<file path="config.mk">
export PLATFORM = sky130hd
export DESIGN_NAME = cpu_out_uart_tx
export DESIGN_NICKNAME = d
export VERILOG_FILES = /design/src/rtl/cpu_out_uart_tx.sv
export SDC_FILE = /design/constraint.sdc
export NUM_CORES = 1
export LEC_CHECK = 0
export BUFFER_PORTS_ARGS = -buffer_cell sky130_fd_sc_hd__buf_2
export CAP_MARGIN = 20
export CORE_MARGIN = 2
export CORE_UTILIZATION = 46
export DETAILED_ROUTE_END_ITERATION = 12
export GPL_TIMING_DRIVEN = 0
export SYNTH_ARGS = -nofsm -noshare
export SYNTH_HDL_FRONTEND = slang
export SYNTH_SLANG_ARGS = --single-unit
</file>
<file path="constraint.sdc">
create_clock -name wb_clk_i -period 3.1 [get_ports wb_clk_i]
set_clock_uncertainty 0.2 [all_clocks]
set_input_delay 0.155 -clock wb_clk_i [delete_from_list [all_inputs] [get_ports wb_clk_i]]
set_output_delay 0.155 -clock wb_clk_i [all_outputs]
set_load 0.01 [all_outputs]
</file>
<file path="src/rtl/cpu_out_uart_tx.sv">
// cpu_out_uart_tx: queues bytes from CPU OUT strobes and sends them as UART frames.
// Default build sends 8N1 frames. Define CPU_OUT_TX_PARITY_EN to insert an
// even-parity bit before the stop bit (8E1).
module cpu_out_uart_tx #(
    parameter int unsigned CLK_DIV = 16,
    parameter int unsigned FIFO_AW = 2
) (
    input  logic             wb_clk_i,
    input  logic             wb_rst_n,
    input  logic             out_valid_i,
    input  logic [7:0]       out_data_i,
    output logic             out_ready_o,
    input  logic             clr_overflow_i,
    output logic             tx_o,
    output logic             tx_oeb_o,
    output logic             busy_o,
    output logic [FIFO_AW:0] fifo_level_o,
    output logic             overflow_o
);

    localparam int unsigned DEPTH = 1 << FIFO_AW;
    localparam int unsigned LVL_W = FIFO_AW + 1;
    localparam int unsigned CNT_W = $clog2(CLK_DIV);

`ifdef CPU_OUT_TX_PARITY_EN
    typedef enum logic [2:0] {IDLE, START, DATA, PARITY, STOP} state_t;
`else
    typedef enum logic [1:0] {IDLE, START, DATA, STOP} state_t;
`endif

    state_t             state_q, state_d;
    logic [7:0]         mem [DEPTH];
    logic [FIFO_AW-1:0] wr_ptr_q, rd_ptr_q;
    logic [LVL_W-1:0]   level_q, level_d;
    logic               ready_q, overflow_q;
    logic [CNT_W-1:0]   cnt_q, cnt_d;
    logic [2:0]         idx_q, idx_d;
    logic [7:0]         shift_q, shift_d;
    logic               tx_q, tx_d;
    logic               busy_q, busy_d;
`ifdef CPU_OUT_TX_PARITY_EN
    logic               parity_q, parity_d;
`endif

    logic       push, drop, pop, bit_end, have_data;
    logic [7:0] rd_data;

    assign push      = out_valid_i & ready_q;
    assign drop      = out_valid_i & ~ready_q;
    assign bit_end   = (cnt_q == CNT_W'(CLK_DIV - 1));
    assign have_data = (level_q != '0);
    assign rd_data   = mem[rd_ptr_q];

    // FIFO occupancy after this cycle's push/pop
    always_comb begin
        level_d = level_q;
        case ({push, pop})
            2'b10:   level_d = level_q + LVL_W'(1);
            2'b01:   level_d = level_q - LVL_W'(1);
            default: level_d = level_q;
        endcase
    end

    // FIFO storage; contents need no reset, the pointers define validity
    always_ff @(posedge wb_clk_i) begin
        if (push) mem[wr_ptr_q] <= out_data_i;
    end

    // FIFO pointers, level, ready flag and sticky overflow
    always_ff @(posedge wb_clk_i or negedge wb_rst_n) begin
        if (!wb_rst_n) begin
            wr_ptr_q   <= '0;
            rd_ptr_q   <= '0;
            level_q    <= '0;
            ready_q    <= 1'b1;
            overflow_q <= 1'b0;
        end else begin
            if (push) wr_ptr_q <= wr_ptr_q + FIFO_AW'(1);
            if (pop)  rd_ptr_q <= rd_ptr_q + FIFO_AW'(1);
            level_q <= level_d;
            ready_q <= (level_d != LVL_W'(DEPTH));
            if (drop)                overflow_q <= 1'b1;
            else if (clr_overflow_i) overflow_q <= 1'b0;
        end
    end

    // Transmit FSM state register
    always_ff @(posedge wb_clk_i or negedge wb_rst_n) begin
        if (!wb_rst_n) state_q <= IDLE;
        else           state_q <= state_d;
    end

    // Transmit FSM next state; STOP chains straight into START when data is queued
    always_comb begin
        state_d = state_q;
        case (state_q)
            IDLE:  if (have_data) state_d = START;
            START: if (bit_end) state_d = DATA;
`ifdef CPU_OUT_TX_PARITY_EN
            DATA:   if (bit_end && idx_q == 3'd7) state_d = PARITY;
            PARITY: if (bit_end) state_d = STOP;
`else
            DATA:  if (bit_end && idx_q == 3'd7) state_d = STOP;
`endif
            STOP:  if (bit_end) state_d = have_data ? START : IDLE;
            default: state_d = IDLE;
        endcase
    end

    // Datapath and registered-output next values
    always_comb begin
        pop     = 1'b0;
        cnt_d   = cnt_q;
        idx_d   = idx_q;
        shift_d = shift_q;
        busy_d  = (state_d != IDLE);
        tx_d    = 1'b1;
`ifdef CPU_OUT_TX_PARITY_EN
        parity_d = parity_q;
`endif

        if (state_q == IDLE || bit_end) cnt_d = '0;
        else                            cnt_d = cnt_q + CNT_W'(1);

        if (have_data && (state_q == IDLE || (state_q == STOP && bit_end))) begin
            pop     = 1'b1;
            shift_d = rd_data;
            idx_d   = 3'd0;
`ifdef CPU_OUT_TX_PARITY_EN
            parity_d = ^rd_data;
`endif
        end

        if (state_q == DATA && bit_end) begin
            shift_d = shift_q >> 1;
            idx_d   = idx_q + 3'd1;
        end

        case (state_d)
            IDLE:    tx_d = 1'b1;
            START:   tx_d = 1'b0;
            DATA:    tx_d = shift_d[0];
`ifdef CPU_OUT_TX_PARITY_EN
            PARITY:  tx_d = parity_q;
`endif
            STOP:    tx_d = 1'b1;
            default: tx_d = 1'b1;
        endcase
    end

    // Datapath and output registers
    always_ff @(posedge wb_clk_i or negedge wb_rst_n) begin
        if (!wb_rst_n) begin
            cnt_q   <= '0;
            idx_q   <= '0;
            shift_q <= '0;
            tx_q    <= 1'b1;
            busy_q  <= 1'b0;
`ifdef CPU_OUT_TX_PARITY_EN
            parity_q <= 1'b0;
`endif
        end else begin
            cnt_q   <= cnt_d;
            idx_q   <= idx_d;
            shift_q <= shift_d;
            tx_q    <= tx_d;
            busy_q  <= busy_d;
`ifdef CPU_OUT_TX_PARITY_EN
            parity_q <= parity_d;
`endif
        end
    end

    assign tx_o         = tx_q;
    assign tx_oeb_o     = 1'b0;
    assign busy_o       = busy_q;
    assign fifo_level_o = level_q;
    assign out_ready_o  = ready_q;
    assign overflow_o   = overflow_q;

endmodule

</file>
* Word level (Yosys, flattened, before mapping)
Memories as Yosys holds them, arrays and structs flattened.
Index checks and enable logic that the tools add are counted.
** Storage, ports and cells
- Bits in registers :: 28
- Bits in writable memories :: 32
- Input port bits :: 12
- Output and inout port bits :: 8
- Logic and storage cells :: 64
- Memories :: 1
** Memory list
- mem :: words 4, width 8, read ports 1, clocked after Yosys merged registers in 0, wr ports 1, line 32 : logic [7:0] mem [DEPTH];
** Cells by class
- $add $sub $neg :: 6
- Equal/unequal tests :: 11
- Mux-type cells :: 18
- Bitwise logic cells :: 3
- Reductions and logical operators :: 13
** Operator list (number)
- $mux W8 :: 2
- $eq A2 B2 Y1 const B :: 5
- $mux W2 :: 4
- $pmux W2 S4 :: 1
- $add A3 B1 Y3 const B :: 2
- $eq A2 B1 Y1 const B :: 3
- $mux W1 :: 6
- $mux W3 :: 2
- $pmux W3 S2 :: 1
- $reduce_bool A2 Y1 :: 3
- $add A2 B1 Y2 const B :: 2
- $add A4 B1 Y4 const B :: 1
- $eq A4 B4 Y1 const B :: 1
- $logic_and A1 B1 Y1 :: 4
- $logic_not A2 Y1 :: 2
- $mux W4 :: 1
- $eq A3 B3 Y1 const B :: 1
- $ne A3 B3 Y1 const B :: 1
- $pmux W1 S3 :: 1
- $reduce_bool A3 Y1 :: 1
- $sub A3 B1 Y3 const B :: 1
- $and A1 B1 Y1 :: 2
- $logic_or A1 B1 Y1 :: 2
- $reduce_or A2 Y1 :: 1
- $not A1 Y1 :: 1

* Depth between registers and ports, before layout
Gate-level depths: netlist of run 1.
- Word-level depth :: 8
- Gate-level depth with buffers :: 13
- Gate-level depth less buffers :: 11

* Worst setup path after synthesis of run 1
No wires, ideal clock.
- Path kind :: register to register
- From :: register cnt_q[0]
- To :: register ready_q (netlist: out_ready_o)
- Setup time :: 60 ps
- Arrival time :: 2281 ps
- Required time :: 2840 ps
- Setup slack :: 558 ps
- Stages on the path, launching flop included :: 13
- Buffers on the path :: 2
- Clock period less this slack :: 2542 ps
- Path through :: dfrtp_1 -> ha_1 -> and3_1 -> buf_6 -> o211ai_4 -> buf_6 -> inv_1 -> ha_1 -> inv_1 -> fa_1 -> o21ai_0 -> nor2_1 -> nand2_1
** Between the ends
- Longest elaborated chain between the ends :: 8
- Elaborated cells between the ends (all ways) :: 9
- Those cells by class :: eq/ne (4); mux (2); reduce/logical (3)
** RTL lines
- start, declared :: line 36 : logic [CNT_W-1:0] cnt_q, cnt_d;
- start signal, assigned :: line 163 : cnt_q <= cnt_d;
- $eq A4 B4 Y1 * :: line 50 : assign bit_end = (cnt_q == CNT_W'(CLK_DIV - 1));
- $logic_and A1 B1 Y1 * :: line 125 : if (have_data && (state_q == IDLE || (state_q == STOP && bit_end))) begin
- $logic_or A1 B1 Y1 * :: line 125
- $logic_and A1 B1 Y1 * :: line 125
- $mux W1 * :: line 125
- via pop :: line 45 : logic push, drop, pop, bit_end, have_data;
- $eq A2 B1 Y1 or $eq A2 B2 Y1 (tied branches) :: line 57 : case ({push, pop})
- $pmux W3 S2 * :: line 57
- via level_d[1] :: line 34 : logic [LVL_W-1:0] level_q, level_d;
- $ne A3 B3 Y1 * :: line 81 : ready_q <= (level_d != LVL_W'(DEPTH));
- end signal, assigned :: line 81
- end, declared :: line 35 : logic ready_q, overflow_q;
The timed path passes the listed nets; every way through them passes the cells marked *.
A chain may end at the register's enable or synchronous reset.

* Final worst setup path of run 1
Same ends and word-level chain as after synthesis.

==> reports/results.ini, run 1 <==
[worst_setup_path]
crit_path_start_kind=register
r2r_start=cnt_q[0]
cp_cell_sequence=ha_1, and3_1, buf_6, o211ai_4, buf_6, inv_1, ha_1, inv_1, fa_1, o21ai_0, nor2_1, nand2_1
crit_type=register to register
critical-path-top-delay-family=adder cells
reg2reg_to=out_ready_o
crit_fanout=10
rrSetupSlack_ns=0.25
endpoint_kind=register
cp_slowest_cell=fa_1
reg2reg_depth=12
crit_required_ns=3.18
cp_slowest_stage_delay_ns=0.41
cp.arrival_ns=2.93
worst-path-buf-inv=4

[clock_network]
ctsResizeCount=0
htree_levels=3
numCtsBuffers=9
hold_buffers=12
cts_root_buf=clkbuf_8
clk_path_buf_depth=2
insertion_delay_ns=0.33
clock_sinks=60
post-cts-setup-buffer-count=0
clkTransAtPathRegs_ns=0.08
cts_tree=done

[floorplanning]
rows=27
die_y_um=80.0
die_area_mm2=0.00640
dieWidth_um=80.0
start_util_pct=47.9
core_mm2=0.00554
ios=20

[timing]
finalMaxSlewViolations=0
timing_worst_slew_pin_value_ns=0.630
finalCritPeriodShare_pct=91.8
slew_headroom_pct=58.0
fmax_ghz=0.351
fin_tns_setup_ns=0
fin_crit_ns=2.85
grt_setup_unrepaired=no
hold_viol=0
setup_violations=0

[synth]
ys_warn_count=0
syn_avg_cell_area_um2=15.1
synth-compound-area-share_pct=6.17
netlist_instances=176
synth_top_area_cell=edfxtp_1
synth_area_leaders=edfxtp_1 (36%), dfrtp_1 (24%), mux4_1 (6.9%)
netlist.area_leader.share_pct=36.2
synth-seq-cells=60
synth_edf_count=32
synth_top_family_by_area=simple AND/OR/NAND/NOR gates
postSynthNetCount=200
ys_seq_area_share_pct=62.6
synth-simple-area-share_pct=9.00
synth_mux_area_share_pct=8.20
synthTopCellsByCount=edfxtp_1 (32), dfrtp_1 (26), inv_1 (13), nand2_1 (12), ha_1 (11)
synth_cell_types=39
async_flop_share_pct=46.7
synth_xor_area_share_pct=3.58
netlist_area_mm2=0.00266
yosys.area_share.adder_pct=5.93
synth_ff_type=edfxtp_1
synth_most_common_cell=edfxtp_1

[detailed_routing]
wl_per_cell_um=14.6
wl_mm=4.29
drc_errors=0
ant_nets=0
drt_iter0_markers=55
firstDrtPassIters=4
num_vias=1488
viasPerCell=5.06

[grt]
antenna_found_initial=0
grt_use_met2_pct=25.3
grt_use_met1_pct=18.3
grt_max_degree=29
grt_use_total_pct=15.3
grt_util_met3_pct=6.11
grt_pass1_vias=1541
busiest_layer=met2
overflow=0
grt_pass1_wl_mm=7.15

[run_status]
outcome=finished clean

[pwr]
netSwitchingPower_uw=877
ir_worst_vdd_mv=0.448
p_int_mw=1.79
comb_power_share_pct=31.3
switching_share_pct=32.9
pwr-share-clk_pct=23.8
seqPwrFrac_pct=45.0
p_per_area_mw_per_mm2=849
power.leakage_nw=1.36

[cells_and_area]
fin_area_mm2=0.00314
drive_gt1_share_pct=26.1
synthToLayoutAreaGrowth_pct=18.1
diodes=0
fill_cells=468
nets=241

[placement]
routabilityCongestion=0.717
io_buffers=18
dp_hpwl_mm=2.89
placed_cell_area_mm2=0.00284

[worst_hold_path]
hold_path.class=primary input to asynchronous set/reset pin

[flow_run]
max_cap_violations=0

registers in the layout, summed over array words and instances (netlist names), 2 cells and up:
name          cells
cnt_q             4
fifo_level_o      3
idx_q             3
mem              32
rd_ptr_q          2
shift_q           8
state_q           2
wr_ptr_q          2
routing by layer:
metal  wire length, um  vias up  part of all wire [%]
li1                  -      717                     -
met1              1910      744                    44
met2              2180       23                    51
met3               160        4                   3.7
met4                40        0                  0.93
met5                 0        -                     0
metrics by stage:
step                      hold slack (ns)  worst slack [ns]  cells  total power, mW  util, %
after floorplan                    -0.341             0.558    176             1.82        -
after global routing                0.215            0.0390    294             2.85     56.6
after CTS                           0.184             0.217    294             2.71     56.6
after global placement           -0.00779             0.391    266             1.99     51.2
final                               0.171             0.254    294             2.66     56.6
after detailed placement           0.0117             0.235    266             2.04     51.2
cells in the final DEF (no fill, tap or decap), types with 2 or more instances in the layout:
master,synthesis,routed
buf_2,3,21
nor2b_1,3,3
ha_1,11,11
dlygate4sd3_1,0,12
nand3_1,6,6
dfstp_2,2,2
mux4_1,7,7
and3_1,5,5
a221o_1,7,7
and2b_2,3,3
edfxtp_1,32,32
dfrtp_1,26,26
xnor2_1,4,4
nand2_1,12,12
clkbuf_8,0,9
buf_6,3,3
clkbuf_2,2,2
inv_1,13,13
xor2_1,5,5
inv_6,0,4
nor2_1,7,7
o21ai_0,5,5
worst max-delay path by stage:
stage                       end  slack [ns]  startpoint  cells past startpoint
floorplan           out_ready_o        0.56    cnt_q[0]                     12
global placement    out_ready_o        0.39    cnt_q[0]                     12
detailed placement  out_ready_o        0.23    cnt_q[0]                     12
CTS                 out_ready_o        0.22    cnt_q[0]                     12
global route        out_ready_o        0.04    cnt_q[0]                     12
finish              out_ready_o        0.25    cnt_q[0]                     12
final cells by class:
cell class / count / area [um^2] / area share [%]
Sequential cell: 60 / 1660 / 53.1
Clock inverter: 7 / 56.3 / 1.79
Buffer: 9 / 66.3 / 2.11
Multi-Input combinational cell: 94 / 877 / 28.0
Clock buffer: 9 / 124 / 3.95
Inverter: 13 / 48.8 / 1.56
Timing Repair Buffer: 30 / 210 / 6.70
Tap cell: 72 / 90.1 / 2.87
cell families after synthesis:
group | Yosys count
AOI/OAI and AO/OA | 18
DFF | 60
adders and majority gates | 12
buffers and inverters | 22
xor gates and xnor gates | 10
other | 1
and+or+nand+nor | 44
muxes | 9
power groups by stage:
| stage | registers (mW) | logic, mW | clock network (mW) |
|---|---|---|---|
| 6_report | 1.20 | 0.833 | 0.634 |
| 3_3_place_gp | 1.20 | 0.794 | 0 |
| 4_1_cts | 1.20 | 0.853 | 0.656 |
| 5_1_grt | 1.22 | 0.940 | 0.692 |
| 2_1_floorplan | 1.20 | 0.625 | 0 |
| 3_5_place_dp | 1.21 | 0.833 | 0 |
No activity file was read; power rests on OpenSTA's default activity.
==> run 2, diff against run 1 <==
--- a/config.mk
+++ b/config.mk
@@ -5,12 +5,14 @@
 export SDC_FILE = /design/constraint.sdc
 export NUM_CORES = 1
 export LEC_CHECK = 0
-export BUFFER_PORTS_ARGS = -buffer_cell sky130_fd_sc_hd__buf_2
+export ABC_AREA = 1
+export BUFFER_PORTS_ARGS = -buffer_cell sky130_fd_sc_hd__buf_4
 export CAP_MARGIN = 20
 export CORE_MARGIN = 2
 export CORE_UTILIZATION = 46
 export DETAILED_ROUTE_END_ITERATION = 12
 export GPL_TIMING_DRIVEN = 0
+export SKIP_CTS_REPAIR_TIMING = 1
 export SYNTH_ARGS = -nofsm -noshare
 export SYNTH_HDL_FRONTEND = slang
 export SYNTH_SLANG_ARGS = --single-unit
==> run 2 against run 1 <==
  * Synthesized cell count increased by 32%
  * First-iteration DRC count increased by 25%
  * Power decreased by 17%
  * Worst setup slack improved by 0.35 ns
  * Clock power increased by 37%
  * Critical path type unchanged
  * Cell count increased by 19%
  * Area after synthesis decreased by 0.94%
  * Via count increased by 13%
  * Combinational power decreased by 62%
  * Core utilization increased by 1.8 points
  * Routed wire length increased by 6.5%
==> reports/results.ini, run 2 <==
[run_status]
outcome=finished clean  ; unchanged

[cells_and_area]
fill_cells=465  ; was 468
synthToLayoutAreaGrowth_pct=22.3  ; was 18.1%
final_common_cell=nand2_1  ; was edfxtp_1
drive_gt1_share_pct=19.8  ; was 26.1%
multi_input_area_um2=812  ; was 877 um^2
seq_area_mm2=0.00166  ; unchanged
largestRegisters=mem (32), shift_q (8), cnt_q (4)  ; unchanged
layout.cells.most_common_list=nand2_1 (36), edfxtp_1 (32), inv_1 (30), dfrtp_1 (26), nor2_1 (20)  ; was edfxtp_1 (32), dfrtp_1 (26), buf_2 (21), inv_1 (13)
largest_register_ffs=32  ; unchanged
postLayoutCoreUtil_pct=58.4  ; was 56.6%
diodes=0  ; unchanged
nets=297  ; was 241
largest-register=mem  ; unchanged

[floorplanning]
dieWidth_um=79.6  ; was 80.0 um
rows=27  ; unchanged
start_util_pct=47.8  ; was 47.9%
die_area_mm2=0.00634  ; was 0.00640 mm^2
core_mm2=0.00551  ; was 0.00554 mm^2
ios=20  ; unchanged
die_y_um=79.6  ; was 80.0 um

[clock_network]
numCtsBuffers=9  ; unchanged
htree_levels=3  ; unchanged
cts_tree=done  ; unchanged
cts_root_buf=clkbuf_8  ; unchanged
clk_path_buf_depth=2  ; unchanged
clkTransAtPathRegs_ns=0.06  ; was 0.08 ns
clock_sinks=60  ; unchanged
insertion_delay_ns=0.33  ; about the same

[pwr]
ir_worst_vdd_mv=0.445  ; was 0.448 mV
power.leakage_nw=1.45  ; was 1.36 nW
switching_share_pct=24.0  ; was 32.9%
p_total_mw=2.20  ; was 2.66 mW
netSwitchingPower_uw=528  ; was 877 uW
seqPwrFrac_pct=46.1  ; was 45.0%
pwr-share-clk_pct=39.6  ; was 23.8%
p_int_mw=1.67  ; was 1.79 mW
p_per_area_mw_per_mm2=684  ; was 849 mW/mm^2
comb_power_share_pct=14.3  ; was 31.3%

[synth]
synth_top_area_cell=edfxtp_1  ; unchanged
synth_area_leaders=edfxtp_1 (37%), dfrtp_1 (25%), ha_1 (5.2%)  ; was edfxtp_1 (36%), dfrtp_1 (24%), mux4_1 (6.9%)
synthTopCellsByCount=nand2_1 (36), edfxtp_1 (32), inv_1 (30), dfrtp_1 (26), nor2_1 (20)  ; was edfxtp_1 (32), dfrtp_1 (26), inv_1 (13), nand2_1 (12), ha_1 (11)
synth_ff_type=edfxtp_1  ; unchanged
postSynthNetCount=257  ; was 200
synth_cell_types=30  ; was 39
ys_warn_count=0  ; unchanged
synth_most_common_cell=nand2_1  ; was edfxtp_1
syn_avg_cell_area_um2=11.3  ; was 15.1 um^2
netlist_instances=233  ; was 176
netlist_area_mm2=0.00263  ; was 0.00266 mm^2
synth-seq-cells=60  ; unchanged
async_flop_share_pct=46.7  ; unchanged
ys_seq_area_share_pct=63.2  ; was 62.6%
synth_edf_count=32  ; unchanged
netlist.area_leader.share_pct=36.5  ; was 36.2%

[worst_hold_path]
hold_path.class=primary input to asynchronous set/reset pin  ; unchanged

[grt]
overflow=0  ; unchanged
grt_util_met3_pct=5.09  ; was 6.11%
grt_max_degree=29  ; unchanged
grt_pass1_vias=1572  ; was 1541
busiest_layer=met1  ; was met2
antenna_found_initial=0  ; unchanged
grt_use_met1_pct=23.4  ; was 18.3%
grt_pass1_wl_mm=7.61  ; was 7.15 mm
grt_use_total_pct=16.7  ; was 15.3%
grt_use_met2_pct=23.4  ; was 25.3%

[worst_setup_path]
crit_fanout=9  ; was 10
rrSetupSlack_ns=0.61  ; was 0.25 ns
reg2reg_to=out_ready_o  ; unchanged
endpoint_kind=register  ; unchanged
crit_type=register to register  ; unchanged
r2r_start=cnt_q[0]  ; unchanged
crit_path_start_kind=register  ; unchanged
crit_required_ns=3.16  ; was 3.18 ns
cp.arrival_ns=2.55  ; was 2.93 ns
reg2reg_depth=12  ; unchanged

[detailed_routing]
viasPerCell=4.79  ; was 5.06
firstDrtPassIters=5  ; was 4
wl_per_cell_um=13.1  ; was 14.6 um
drt_iter0_markers=69  ; was 55
num_vias=1678  ; was 1488
ant_nets=0  ; unchanged
wl_mm=4.57  ; was 4.29 mm
drc_errors=0  ; unchanged

[placement]
dp_hpwl_mm=3.04  ; was 2.89 mm
io_buffers=18  ; unchanged
routabilityCongestion=0.732  ; was 0.717

[timing]
fmax_ghz=0.401  ; was 0.351 GHz
hold_viol=0  ; unchanged
fin_crit_ns=2.49  ; was 2.85 ns
timing_worst_slew_pin_value_ns=0.834  ; was 0.630 ns
fin_tns_setup_ns=0  ; unchanged
finalMaxSlewViolations=0  ; unchanged
hold_ws_ns=0.0823  ; was 0.171 ns
setup_violations=0  ; unchanged
finalCritPeriodShare_pct=80.4  ; was 91.8%
slew_headroom_pct=44.2  ; was 58.0%
grt_setup_unrepaired=no  ; unchanged

[flow_run]
max_cap_violations=0  ; unchanged

-- run 2: cell types whose count changed after synthesis, sizes merged, moves of 8 or more --
cell   before  now
mux4        8    0
nand3       6   20
o21ai       5   14
nor2        8   21
inv        13   32
a21oi       0    8
nand2      13   43
-- run 2: per-stage QoR --
step / instance area (um^2) / setup WS [ns] / cells
finish: 3220 / 0.608 / 350
global route: 3220 / 0.420 / 350
CTS: 3110 / 0.576 / 339
detailed placement: 2860 / 0.586 / 323
global placement: 2860 / 0.608 / 323
floorplan: 2630 / 0.827 / 233
-- run 2: cell families after synthesis --
logic type / share of synthesized area [%]
AOI/OAI and AO/OA: 6.75
xor gates and xnor gates: 2.33
adders and majority gates: 5.99
buffers and inverters: 5.90
DFF: 63.2
other: 0.143
and+or+nand+nor: 15.6
-- run 2: worst max path at each step --
stage / from / endpoint / slack, ns / cells past startpoint
after floorplan: cnt_q[0] / out_ready_o / 0.83 / 12
after global placement: cnt_q[0] / out_ready_o / 0.61 / 12
final: cnt_q[0] / out_ready_o / 0.61 / 12
after global routing: cnt_q[0] / out_ready_o / 0.42 / 12
after detailed placement: cnt_q[0] / out_ready_o / 0.59 / 12
after CTS: cnt_q[0] / out_ready_o / 0.58 / 12
-- run 2: power by group through the flow --
stage / sequential (mW) / clock (mW) / combinational [mW]
floorplan: 1.03 / 0 / 0.175
global placement: 1.03 / 0 / 0.301
detailed placement: 1.03 / 0 / 0.305
CTS: 1.02 / 0.885 / 0.308
global route: 1.03 / 0.924 / 0.359
finish: 1.01 / 0.870 / 0.314
-- run 2: area by class of cell --
type / count / area share [%]
well taps: 72 / 2.80
clock buffers: 12 / 4.82
inverters: 33 / 3.97
multi-input cells: 135 / 25.2
flip-flops and latches: 60 / 51.7
plain buffers: 5 / 0.856
repair buffers: 29 / 7.62
clock inverters: 4 / 2.96
-- run 2: routing by layer --
| layer | up-vias | wire length, um |
|---|---|---|
| met2 | 22 | 2130 |
| met3 | 9 | 121 |
| met1 | 800 | 2220 |
| li1 | 847 | - |
| met5 | - | 0 |
| met4 | 0 | 98 |
-- run 2: worst max-delay path: stages (launching register included) --
cell,delay (ns)
dfrtp_1,0.37
ha_1,0.24
nand3_4,0.12
nand2_4,0.12
inv_4,0.05
nor2_8,0.19
ha_1,0.17
inv_1,0.06
fa_1,0.38
a21oi_1,0.14
o21ai_0,0.11
xor2_1,0.19
nand2_1,0.07
==> run 3, diff against run 2 <==
--- a/config.mk
+++ b/config.mk
@@ -5,7 +5,7 @@
 export SDC_FILE = /design/constraint.sdc
 export NUM_CORES = 1
 export LEC_CHECK = 0
-export ABC_AREA = 1
+export ABC_AREA = 0
 export BUFFER_PORTS_ARGS = -buffer_cell sky130_fd_sc_hd__buf_4
 export CAP_MARGIN = 20
 export CORE_MARGIN = 2
==> constraint.sdc (replaced) <==
create_clock -name wb_clk_i -period 2.31 [get_ports wb_clk_i]
set_clock_uncertainty 0.2 [all_clocks]
set_input_delay 0.1155 -clock wb_clk_i [delete_from_list [all_inputs] [get_ports wb_clk_i]]
set_output_delay 0.1155 -clock wb_clk_i [all_outputs]
set_load 0.01 [all_outputs]
==> run 3 against run 2 <==
  * The run now ends with setup timing left
  * Count of clock-buffer cells in the layout down 3
  * Worst hold slack got worse by 0.071 ns
  * Global-route usage shrank 1.4 points
  * Worst setup slack lost 0.66 ns
  * Cell count down 14%
  * Sequential share of layout area decreased by 1.0 points
  * Routed wire length fell by 3.5%
  * Sequential power is 60% higher
  * Critical path type unchanged
==> reports/results.ini, run 3 (same netlist as run 1, synthesis figures left out) <==
[timing]
setup_violations=1  ; was 0
post-route-worst-setup-slack_ns=-0.0559  ; was 0.608 ns
grt_setup_unrepaired=yes  ; was no
hold_viol=0  ; unchanged
fin_crit_ns=2.37  ; was 2.49 ns
fmax_ghz=0.423  ; was 0.401 GHz
finalMaxSlewViolations=0  ; unchanged
hold_ws_ns=0.0112  ; was 0.0823 ns
finalCritPeriodShare_pct=102  ; was 80.4%

[clock_network]
htree_levels=3  ; unchanged
insertion_delay_ns=0.34  ; was 0.33 ns
clk_path_buf_depth=2  ; unchanged
numCtsBuffers=9  ; unchanged
cts_tree=done  ; unchanged
clock_sinks=60  ; unchanged
cts_root_buf=clkbuf_8  ; unchanged
clkTransAtPathRegs_ns=0.06  ; about the same

[cells_and_area]
largest_register_ffs=32  ; unchanged
synthToLayoutAreaGrowth_pct=23.5  ; was 22.3%
drive_gt1_share_pct=31.9  ; was 19.8%
nets=248  ; was 297
diodes=0  ; unchanged
final_common_cell=edfxtp_1  ; was nand2_1
largest-register=mem  ; unchanged
fill_cells=443  ; was 465
seq_area_mm2=0.00166  ; unchanged
layout.cells.most_common_list=edfxtp_1 (32), buf_4 (28), dfrtp_1 (26), nand2_1 (12)  ; was nand2_1 (36), edfxtp_1 (32), inv_1 (30), dfrtp_1 (26), nor2_1 (20)
largestRegisters=mem (32), shift_q (8), cnt_q (4)  ; unchanged
multi_input_area_um2=938  ; was 812 um^2

[floorplanning]
dieWidth_um=80.0  ; was 79.6 um
ios=20  ; unchanged
start_util_pct=47.9  ; was 47.8%
die_area_mm2=0.00640  ; was 0.00634 mm^2
core_mm2=0.00554  ; was 0.00551 mm^2
rows=27  ; unchanged
die_y_um=80.0  ; was 79.6 um

[worst_setup_path]
reg2reg_depth=12  ; unchanged
reg2reg_to=out_ready_o  ; unchanged
endpoint=out_ready_o  ; unchanged
crit_required_ns=2.37  ; was 3.16 ns
endpoint_kind=register  ; unchanged
crit_path_start_kind=register  ; unchanged
cp_slowest_cell=dfrtp_1  ; was fa_1
crit_fanout=7  ; was 9
crit_type=register to register  ; unchanged
cp.arrival_ns=2.43  ; was 2.55 ns
cp_cell_sequence=ha_4, and3_4, o211ai_4, buf_6, inv_4, ha_4, inv_2, fa_2, xor2_1, nor2_1, xor2_1, nand2_1  ; was ha_1, nand3_4, nand2_4, inv_4, nor2_8, ha_1, inv_1, fa_1, a21oi_1, o21ai_0, xor2_1, nand2_1
cp-startpoint=cnt_q[0]  ; unchanged
r2r_start=cnt_q[0]  ; unchanged
rrSetupSlack_ns=-0.06  ; was 0.61 ns
cp_slowest_stage_delay_ns=0.42  ; was 0.38 ns

[placement]
dp_hpwl_mm=2.88  ; was 3.04 mm
io_buffers=18  ; unchanged
routabilityCongestion=0.723  ; was 0.732
dp_slack_ns=-0.258  ; was 0.586 ns

[grt]
grt_use_total_pct=15.2  ; was 16.7%
grt_pass1_wl_mm=7.01  ; was 7.61 mm
overflow=0  ; unchanged
grt_max_degree=29  ; unchanged
antenna_found_initial=0  ; unchanged
grt_pass1_vias=1484  ; was 1572

[detailed_routing]
ant_nets=0  ; unchanged
drc_errors=0  ; unchanged
wl_per_cell_um=14.6  ; was 13.1 um
wl_mm=4.41  ; was 4.57 mm
num_vias=1541  ; was 1678
firstDrtPassIters=4  ; was 5
drt_iter0_markers=84  ; was 69
viasPerCell=5.12  ; was 4.79

[pwr]
ir_worst_vdd_mv=0.675  ; was 0.445 mV
power.leakage_nw=1.39  ; was 1.45 nW
p_per_area_mw_per_mm2=1140  ; was 684 mW/mm^2

[run_status]
failed_checks=setup timing
outcome=finished, violations left  ; was finished clean

[worst_hold_path]
worstHoldStart=out_valid_i
hold_path.class=primary input to register  ; was primary input to asynchronous set/reset pin

[flow_run]
max_cap_violations=0  ; unchanged

## run 3: worst min-delay path by stage
stage	slack (ns)	endpoint	cells after the start
finish	0.01	wr_ptr_q[0]	3
global route	0.04	wr_ptr_q[0]	3
CTS	-0.50	shift_q[4]	1
detailed placement	-0.14	busy_o	1
global placement	-0.15	busy_o	1
floorplan	-0.38	busy_o	0
## run 3: cell type report
class                      count  share of cell area (%)
sequential                    60                    50.7
multi-input combinational     94                    28.6
timing repair buffer          38                    9.53
clock buffer                   9                    3.78
tap                           72                    2.75
buffer                         8                    1.75
inverter                      13                    1.56
clock inverter                 7                    1.30
## run 3: worst max-delay path, delay by kind of cell (launching register included)
family,cells,cell delay (ns)
AOI/OAI and AO/OA,1,0.09
xor gates and xnor gates,2,0.35
adders and majority gates,3,0.61
buffers and inverters,3,0.23
DFF,1,0.42
and+or+nand+nor,3,0.40
## run 3: metal layers
layer  track usage (%)  part of all wire, %
met5                 0                    0
met4              10.2                  2.8
met3              3.73                  3.8
met2              24.6                   52
met1              18.0                   42
## run 3: metrics by stage
step | utilization (%) | total power [mW] | cells | setup TNS, ns | area (um^2)
2_1_floorplan | - | 2.47 | 176 | -0.0806 | 2680
3_3_place_gp | 52.4 | 2.73 | 266 | -0.386 | 2900
3_5_place_dp | 52.4 | 2.81 | 266 | -0.718 | 2900
4_1_cts | 55.4 | 3.61 | 282 | -0.800 | 3070
5_1_grt | 59.2 | 3.99 | 301 | -0.553 | 3280
6_report | 59.2 | 3.73 | 301 | -0.0559 | 3280
## run 3: power by group
group          internal [mW]  total (mW)  switching (mW)
clock                  0.382       0.798           0.417
combinational          0.676        1.31           0.633
sequential              1.45        1.62           0.166
